**config.mk**
```make
export PLATFORM = sky130hd
export DESIGN_NAME = pipe_hazard_ctrl
export DESIGN_NICKNAME = d
export VERILOG_FILES = /design/src/rtl/pipe_ctrl_pkg.sv /design/src/rtl/hazard_detect.sv /design/src/rtl/pipe_hazard_ctrl.sv
export SDC_FILE = /design/constraint.sdc
export NUM_CORES = 1
export LEC_CHECK = 0
export ABC_AREA = 1
export CAP_MARGIN = 20
export CORE_AREA = 4 4 75 77
export DETAILED_ROUTE_END_ITERATION = 8
export DIE_AREA = 0 0 79 81
export PLACE_DENSITY = 0.84
export REMOVE_ABC_BUFFERS = 1
export SLEW_MARGIN = 0
export SYNTH_ARGS = -nofsm -noshare
export SYNTH_HDL_FRONTEND = slang
export SYNTH_SLANG_ARGS = --single-unit
```
**constraint.sdc**
```tcl
create_clock -name CLOCK -period 2.5 [get_ports CLOCK]
set_input_delay 0.375 -clock CLOCK [delete_from_list [all_inputs] [get_ports CLOCK]]
set_output_delay 0.375 -clock CLOCK [all_outputs]
set_load 0.01 [all_outputs]
```
**src/rtl/pipe_ctrl_pkg.sv**
```systemverilog
// Shared definitions for the LEGv8 pipeline hazard controller: FSM encoding,
// the zero-register index and the bundle of per-stage register controls.
package pipe_ctrl_pkg;

  typedef enum logic [1:0] {
    ST_RUN       = 2'd0,
    ST_MEM_WAIT  = 2'd1,
    ST_ERR_DRAIN = 2'd2
  } ctrl_state_e;

  localparam logic [4:0] XZR_IDX = 5'd31;

  typedef struct packed {
    logic pc_write;
    logic ifid_write;
    logic idex_write;
    logic exmem_write;
    logic memwb_write;
    logic ifid_flush;
    logic idex_flush;
    logic exmem_flush;
    logic idex_bubble;
    logic memwb_bubble;
  } stage_ctrl_t;

  // Free-running pipeline: every register loads, nothing squashed.
  localparam stage_ctrl_t CTRL_FLOW = '{
    pc_write: 1'b1, ifid_write: 1'b1, idex_write: 1'b1, exmem_write: 1'b1,
    memwb_write: 1'b1, ifid_flush: 1'b0, idex_flush: 1'b0, exmem_flush: 1'b0,
    idex_bubble: 1'b0, memwb_bubble: 1'b0
  };

endpackage

```
**src/rtl/hazard_detect.sv**
```systemverilog
// Load-use hazard compare between the load in ID/EX and the sources of the
// instruction in IF/ID. Purely combinational so the forwarding unit can share it.
module hazard_detect
  import pipe_ctrl_pkg::*;
(
  input  logic       idex_memread,
  input  logic [4:0] idex_rd,
  input  logic [4:0] ifid_rn,
  input  logic [4:0] ifid_rm,
  input  logic       ifid_uses_rm,
  output logic       load_use
);

  logic rn_match;
  logic rm_match;

  assign rn_match = (idex_rd == ifid_rn);
  assign rm_match = ifid_uses_rm && (idex_rd == ifid_rm);

  // XZR always reads as zero, so a load targeting it never produces a value to wait for.
  assign load_use = idex_memread && (idex_rd != XZR_IDX) && (rn_match || rm_match);

endmodule

```
**src/rtl/pipe_hazard_ctrl.sv**
```systemverilog
// Pipeline register sequencer: load-use stalls, taken-branch flushes resolved
// in MEM, data-memory waits with timeout, and saturating stall/flush counters.
module pipe_hazard_ctrl
  import pipe_ctrl_pkg::*;
#(
  parameter int MEM_TIMEOUT = 16,
  parameter int CNT_W       = 16
) (
  input  logic             CLOCK,
  input  logic             RESET,
  input  logic             idex_memread,
  input  logic [4:0]       idex_rd,
  input  logic [4:0]       ifid_rn,
  input  logic [4:0]       ifid_rm,
  input  logic             ifid_uses_rm,
  input  logic             exmem_branch_taken,
  input  logic             exmem_memaccess,
  input  logic             dmem_ready,
  output logic             pc_write,
  output logic             ifid_write,
  output logic             idex_write,
  output logic             exmem_write,
  output logic             memwb_write,
  output logic             ifid_flush,
  output logic             idex_flush,
  output logic             exmem_flush,
  output logic             idex_bubble,
  output logic             memwb_bubble,
  output logic             mem_error,
  output logic [CNT_W-1:0] stall_cycles,
  output logic [CNT_W-1:0] flush_count,
  output logic [1:0]       state
);

  localparam int TCNT_W = $clog2(MEM_TIMEOUT + 1);
  localparam logic [TCNT_W-1:0] TIMEOUT_VAL = TCNT_W'(MEM_TIMEOUT);

  ctrl_state_e       state_q;
  logic [TCNT_W-1:0] wait_cnt;
  logic              load_use;
  logic              mem_hold;
  logic              branch_flush;
  stage_ctrl_t       ctrl;

  hazard_detect u_hazard_detect (
    .idex_memread (idex_memread),
    .idex_rd      (idex_rd),
    .ifid_rn      (ifid_rn),
    .ifid_rm      (ifid_rm),
    .ifid_uses_rm (ifid_uses_rm),
    .load_use     (load_use)
  );

  // Data-memory handshake: an access is pending whenever exmem_memaccess is
  // high, and it completes on any cycle dmem_ready is high; EX/MEM holds until then.
  assign mem_hold = !dmem_ready &&
                    ((state_q == ST_MEM_WAIT) || ((state_q == ST_RUN) && exmem_memaccess));

  always_comb begin
    ctrl         = CTRL_FLOW;
    branch_flush = 1'b0;
    if (RESET) begin
      ctrl = '{default: 1'b1};
      ctrl.pc_write    = 1'b0;
      ctrl.ifid_write  = 1'b0;
      ctrl.idex_write  = 1'b0;
      ctrl.exmem_write = 1'b0;
      ctrl.memwb_write = 1'b0;
    end else if (state_q == ST_ERR_DRAIN) begin
      ctrl.exmem_flush  = 1'b1;
      ctrl.memwb_bubble = 1'b1;
    end else if (mem_hold) begin
      ctrl.pc_write     = 1'b0;
      ctrl.ifid_write   = 1'b0;
      ctrl.idex_write   = 1'b0;
      ctrl.exmem_write  = 1'b0;
      ctrl.memwb_bubble = 1'b1;
    end else if (exmem_branch_taken) begin
      ctrl.ifid_flush  = 1'b1;
      ctrl.idex_flush  = 1'b1;
      ctrl.exmem_flush = 1'b1;
      branch_flush     = 1'b1;
    end else if (load_use) begin
      ctrl.pc_write    = 1'b0;
      ctrl.ifid_write  = 1'b0;
      ctrl.idex_bubble = 1'b1;
    end
  end

  always_ff @(posedge CLOCK) begin
    if (RESET) begin
      state_q      <= ST_RUN;
      wait_cnt     <= '0;
      mem_error    <= 1'b0;
      stall_cycles <= '0;
      flush_count  <= '0;
    end else begin
      case (state_q)
        ST_RUN: begin
          if (mem_hold) begin
            state_q  <= ST_MEM_WAIT;
            wait_cnt <= TCNT_W'(1);
          end
        end
        ST_MEM_WAIT: begin
          if (!mem_hold) begin
            state_q  <= ST_RUN;
            wait_cnt <= '0;
          end else if (wait_cnt == TIMEOUT_VAL) begin
            state_q   <= ST_ERR_DRAIN;
            wait_cnt  <= '0;
            mem_error <= 1'b1;
          end else begin
            wait_cnt <= wait_cnt + TCNT_W'(1);
          end
        end
        default: begin
          state_q  <= ST_RUN;
          wait_cnt <= '0;
        end
      endcase
      if (!ctrl.pc_write && (stall_cycles != '1)) begin
        stall_cycles <= stall_cycles + CNT_W'(1);
      end
      if (branch_flush && (flush_count != '1)) begin
        flush_count <= flush_count + CNT_W'(1);
      end
    end
  end

  assign pc_write     = ctrl.pc_write;
  assign ifid_write   = ctrl.ifid_write;
  assign idex_write   = ctrl.idex_write;
  assign exmem_write  = ctrl.exmem_write;
  assign memwb_write  = ctrl.memwb_write;
  assign ifid_flush   = ctrl.ifid_flush;
  assign idex_flush   = ctrl.idex_flush;
  assign exmem_flush  = ctrl.exmem_flush;
  assign idex_bubble  = ctrl.idex_bubble;
  assign memwb_bubble = ctrl.memwb_bubble;
  assign state        = state_q;

endmodule

```
* Word level (Yosys, flattened, before mapping)
Index checks and enable logic that the tools add are counted.
Operators by class: equality and inequality tests 10, multiplexer cells 29, add/sub/neg operators 3, reduce and logical (&&, ||, !) cells 14
Operators by type and width (count):
- $add 16x1->16 const B | 2
- $ne 16x16->1 const B | 2
- $mux 5 | 4
- $mux 2 | 8
- $mux 4 | 3
- $mux 1 | 11
- $eq 5x5->1 | 2
- $pmux 5 s2 | 1
- $logic_and 1x1->1 | 7
- $add 5x1->5 const B | 1
- $eq 5x5->1 const B | 1
- $ne 5x5->1 const B | 1
- $pmux 2 s2 | 1
- $mux 3 | 1
- $ne 3x2->1 const B | 1
- $reduce_and 3->1 | 1
- $eq 2x1->1 const B | 1
- $eq 2x2->1 const B | 1
- $logic_not 1->1 | 2
- $logic_not 2->1 | 1
- $logic_or 1x1->1 | 2
- $ne 2x2->1 const B | 1
- $reduce_and 2->1 | 1
Word-level totals: output and inout bits 45, logic and storage cells 61, input bits 22, register bits after elaboration 40

* Longest topological paths before layout
word-level depth 11, mapped depth 12, mapped depth without buffers 12

* Modules after synthesis
A second synthesis with hierarchy kept.
Unflattened totals: cell total of the unflattened synthesis 415, area total of the unflattened synthesis 2682.6 µm²
By module, submodules not included:
- pipe_hazard_ctrl | instances 1, cells each 364, area each 2473.6 µm², sequential area each 800.8 µm²
- hazard_detect | instances 1, cells each 51, area each 209.0 µm², sequential area each 0.0 µm²

* Worst setup path after synthesis
No wires, ideal clock.
kind reg-to-output, start point register state_q[1] (netlist: state[1]), end point output port pc_write, arrival 1.537 ns, path slack 0.588 ns, stages on the path, launching flop included 9, data required time 2.125 ns, buffers on the path 2, cells stage by stage dfxtp_1 > nor2_1 > o21ai_2 > inv_1 > nor2_1 > nand2_2 > buf_2 > nand2_1 > buf_4
On the way: longest elaborated chain between the ends 7, elaborated cells on any way between the ends 9, classes of those cells eq/ne: 2; mux: 3; reduce/logical: 4
Ends and longest elaborated chain:
- from (decl) | line pipe_hazard_ctrl.sv:38 | ctrl_state_e state_q;
- from (signal assigned) | line pipe_hazard_ctrl.sv:92 | state_q <= ST_RUN;
- from (signal assigned) | line pipe_hazard_ctrl.sv:101 | state_q <= ST_MEM_WAIT;
- from (signal assigned) | line pipe_hazard_ctrl.sv:107 | state_q <= ST_RUN;
- $logic_not 2->1 | line pipe_hazard_ctrl.sv:57 | ((state_q == ST_MEM_WAIT) || ((state_q == ST_RUN) && exmem_memaccess));
- $logic_and 1x1->1 | line pipe_hazard_ctrl.sv:57
- $logic_or 1x1->1 | line pipe_hazard_ctrl.sv:57
- $logic_and 1x1->1 | line pipe_hazard_ctrl.sv:56 | assign mem_hold = !dmem_ready &&
- $mux 2 | line pipe_hazard_ctrl.sv:72 | end else if (mem_hold) begin
- $mux 4 * | line pipe_hazard_ctrl.sv:69 | end else if (state_q == ST_ERR_DRAIN) begin
- $mux 4 * | line pipe_hazard_ctrl.sv:62 | if (RESET) begin
- to (decl) | line pipe_hazard_ctrl.sv:19 | output logic pc_write,
Every way passes the cells marked *; elsewhere a longest branch is shown, timed or not.

* Worst setup path after layout
start point input port RESET, end point output port idex_flush
On the way: longest elaborated chain between the ends 1
Ends and longest elaborated chain:
- from (decl) | line pipe_hazard_ctrl.sv:10 | input logic RESET,
- $mux 5 | line pipe_hazard_ctrl.sv:62
- to (decl) | line pipe_hazard_ctrl.sv:25 | output logic idex_flush,
No other way between the ends.

==> reports/summary.txt <==
non-filler cells in the finished layout -> 524
met2 GRT Util -> 0.3830
num ports -> 67
final slew viol count -> 0
placed cells -> 516
Starting Density -> 0.4988
measured slew at the worst slew-check pin -> 322.0 ps
cell row count -> 26
Critical R2R Capture -> stall_cycles[11]
Core Region -> 5010 sq um
async set or reset register ratio after synthesis -> 0
Tot GR Track Use -> 0.2168
latest clock arrival within the worst-skew pair -> 300 ps
CTS buffer count -> 5
worst min path class -> reg -> reg
first-pass iteration count of the detailed router -> 4
register area share after synthesis -> 0.3205
vias in the first global route -> 2,519
data required time of the worst path -> 2120 ps
clk sink count -> 40
Area Overhead vs Synth -> 33.00%
final design utilization -> 0.6633
FF-to-FF setup slack -> 540 ps
Pwr Total -> 1.390 mW
Seq cells post-synth -> 40
die width -> 79 um
# setup viols final -> 0
top_reg_cell synth -> dfxtp_1
Vias -> 2,648
DRT iter0 DRCs -> 203
post-synth cell types -> 32
Final Hold Viols -> 0
Worst Hold Path Cells -> 2
Startpoint Class -> input pin
power per standard cell area -> 418.3 nW/um^2
largest net degree at the start of global routing -> 28
CTS tree -> done
Longest Clk Path Bufs -> 2
met3 usage in global routing -> 0.05322
Final WS setup -> 139.8 ps
status -> completed
# diodes -> 0
fin nets -> 479
Setup Skew -> 11.76 ps
maximum vdd drop -> 0.3457 mV
Clk pin slew, worst setup/hold paths -> 80 ps
post-route ant nets -> 0
HP Start -> mem_error
Die Y -> 81 um
drt drc -> 0
GR Overflow Total -> 0
most frequent cells in the layout -> nand2_1 (106), clkdlybuf4s50_1 (62), inv_1 (49), nor2_1 (41), dfxtp_1 (40)
cell count after synthesis -> 386
synth warn -> 0
Leak Pwr -> 1.317 nW
met1 GRT Util -> 0.2598
R2R depth -> 9
commonest non-fill, non-tap cell in the layout -> nand2_1
CP arrival -> 1990 ps
DP HPWL -> 4856 um
die area -> 6399 sq um
Post-synth EDFFs -> 0
layout cells sized above 1 -> 0.05507
Via density -> 5.053
RSZ-0062 raised after global routing -> false
gp weighted congestion -> 0.9150
slew margin rel. -> 0.7837
setup repair bufs after CTS -> 0
f_max -> 0.4237 GHz
synthesized area per cell -> 6.473 sq um
crit path max fanout -> 9
reg2reg start -> stall_cycles[1]
WHS Endpoint -> mem_error
root buf cell -> clkbuf_8
H-tree lvl count -> 2
max_cap viols -> 0
total wire length -> 6444 um
Final Cycle Share -> 0.9441
Crit. End Element -> primary output
crit path kind -> in -> out
Syn Std Cell Area -> 2499 sq um
first-pass GRT wire length -> 11,230 um
pre-CTS WS -> -98.04 ps
fin crit period -> 2360 ps
WL/cell -> 12.30 um
gr busiest metal -> met2
antenna violations before repair -> 0
port bufs -> 66
==> worst max-delay path by stage <==
stage	from	end	slack (ps)	cells after the start
4_1_cts	RESET	idex_flush	130	4
5_1_grt	RESET	idex_flush	20	4
6_report	RESET	idex_flush	140	4
3_3_place_gp	idex_rd[3]	idex_bubble	-60	10
3_5_place_dp	idex_rd[3]	idex_bubble	-100	10
2_1_floorplan	state[1]	ifid_write	620	6
==> logic make-up (layout without fill, tap and decap cells) <==
logic type,count (synthesis),count (layout),share of synthesized area
AO/OA/AOI/OAI,44,44,0.09415
XOR/XNOR,18,18,0.06309
AND/OR/NAND/NOR,217,217,0.3956
buffers and inverters,63,131,0.1067
flip-flops,40,40,0.3205
adder cells (fa/ha/maj),4,4,0.02003
==> Yosys cell counts (3+ instances only) <==
library cell,instances,area [sq um]
o21ai_0,10,50.05
nor3_1,16,80.08
dfxtp_1,40,800.8
clkbuf_1,5,18.77
inv_1,49,183.9
xor2_1,12,105.1
nand4_1,20,125.1
buf_2,3,15.01
xnor2_1,6,52.55
buf_4,4,30.03
nand2_1,106,397.9
nor2_1,41,153.9
nand3_1,20,100.1
a21oi_1,29,145.1
ha_1,4,50.05
nand2_2,3,18.77
==> critical path, stage by stage <==
cell and delay [ps]:
clkdlybuf4s50_1 570, clkinv_1 290, nand2_1 190, clkdlybuf4s50_1 560
==> report_power, final <==
group	internal (mW)	switching (mW)	total, mW
combinational	0.0950	0.108	0.203
sequential	0.647	0.0127	0.660
clock	0.296	0.231	0.528
total	1.04	0.351	1.39
==> cell type report <==
| class | instances | area [sq um] |
|---|---|---|
| Clock inverter | 2 | 35.03 |
| Inverter | 50 | 187.7 |
| Clock buffer | 6 | 72.57 |
| Multi-Input combinational cell | 283 | 1431 |
| Sequential cell | 40 | 800.8 |
| Fill cell | 460 | 1687 |
| Timing Repair Buffer | 73 | 708.2 |
| Tap cell | 70 | 87.58 |
==> routing by layer <==
metal / part of all wire / routed length, um
met5: 0 / 0
met4: 0.0062 / 40
met3: 0.062 / 399
met2: 0.47 / 3056
met1: 0.46 / 2948
==> registers in the layout, indices dropped and copies added, names as in the netlist <==
| name | count |
|---|---|
| flush_count | 16 |
| stall_cycles | 16 |
| wait_cnt | 5 |
| state | 2 |
| mem_error | 1 |
==> timing repair <==
action | CTS | global route
hold endpoints to repair | 0 | 0
endpoints found under the setup margin | 3 | 0
hold buffers | 0 | 0
gates resized for setup | 4 | 0
==> through the flow <==
step                TNS [ps]  area (sq um)  hold slack, ps
global placement      -92.57          3221           451.1
finish                     0          3323           480.6
detailed placement    -218.3          3221           467.5
floorplan                  0          2420           437.4
CTS                        0          3323           485.4
global route               0          3323           520.7
No activity file was read; power rests on OpenSTA's default activity.
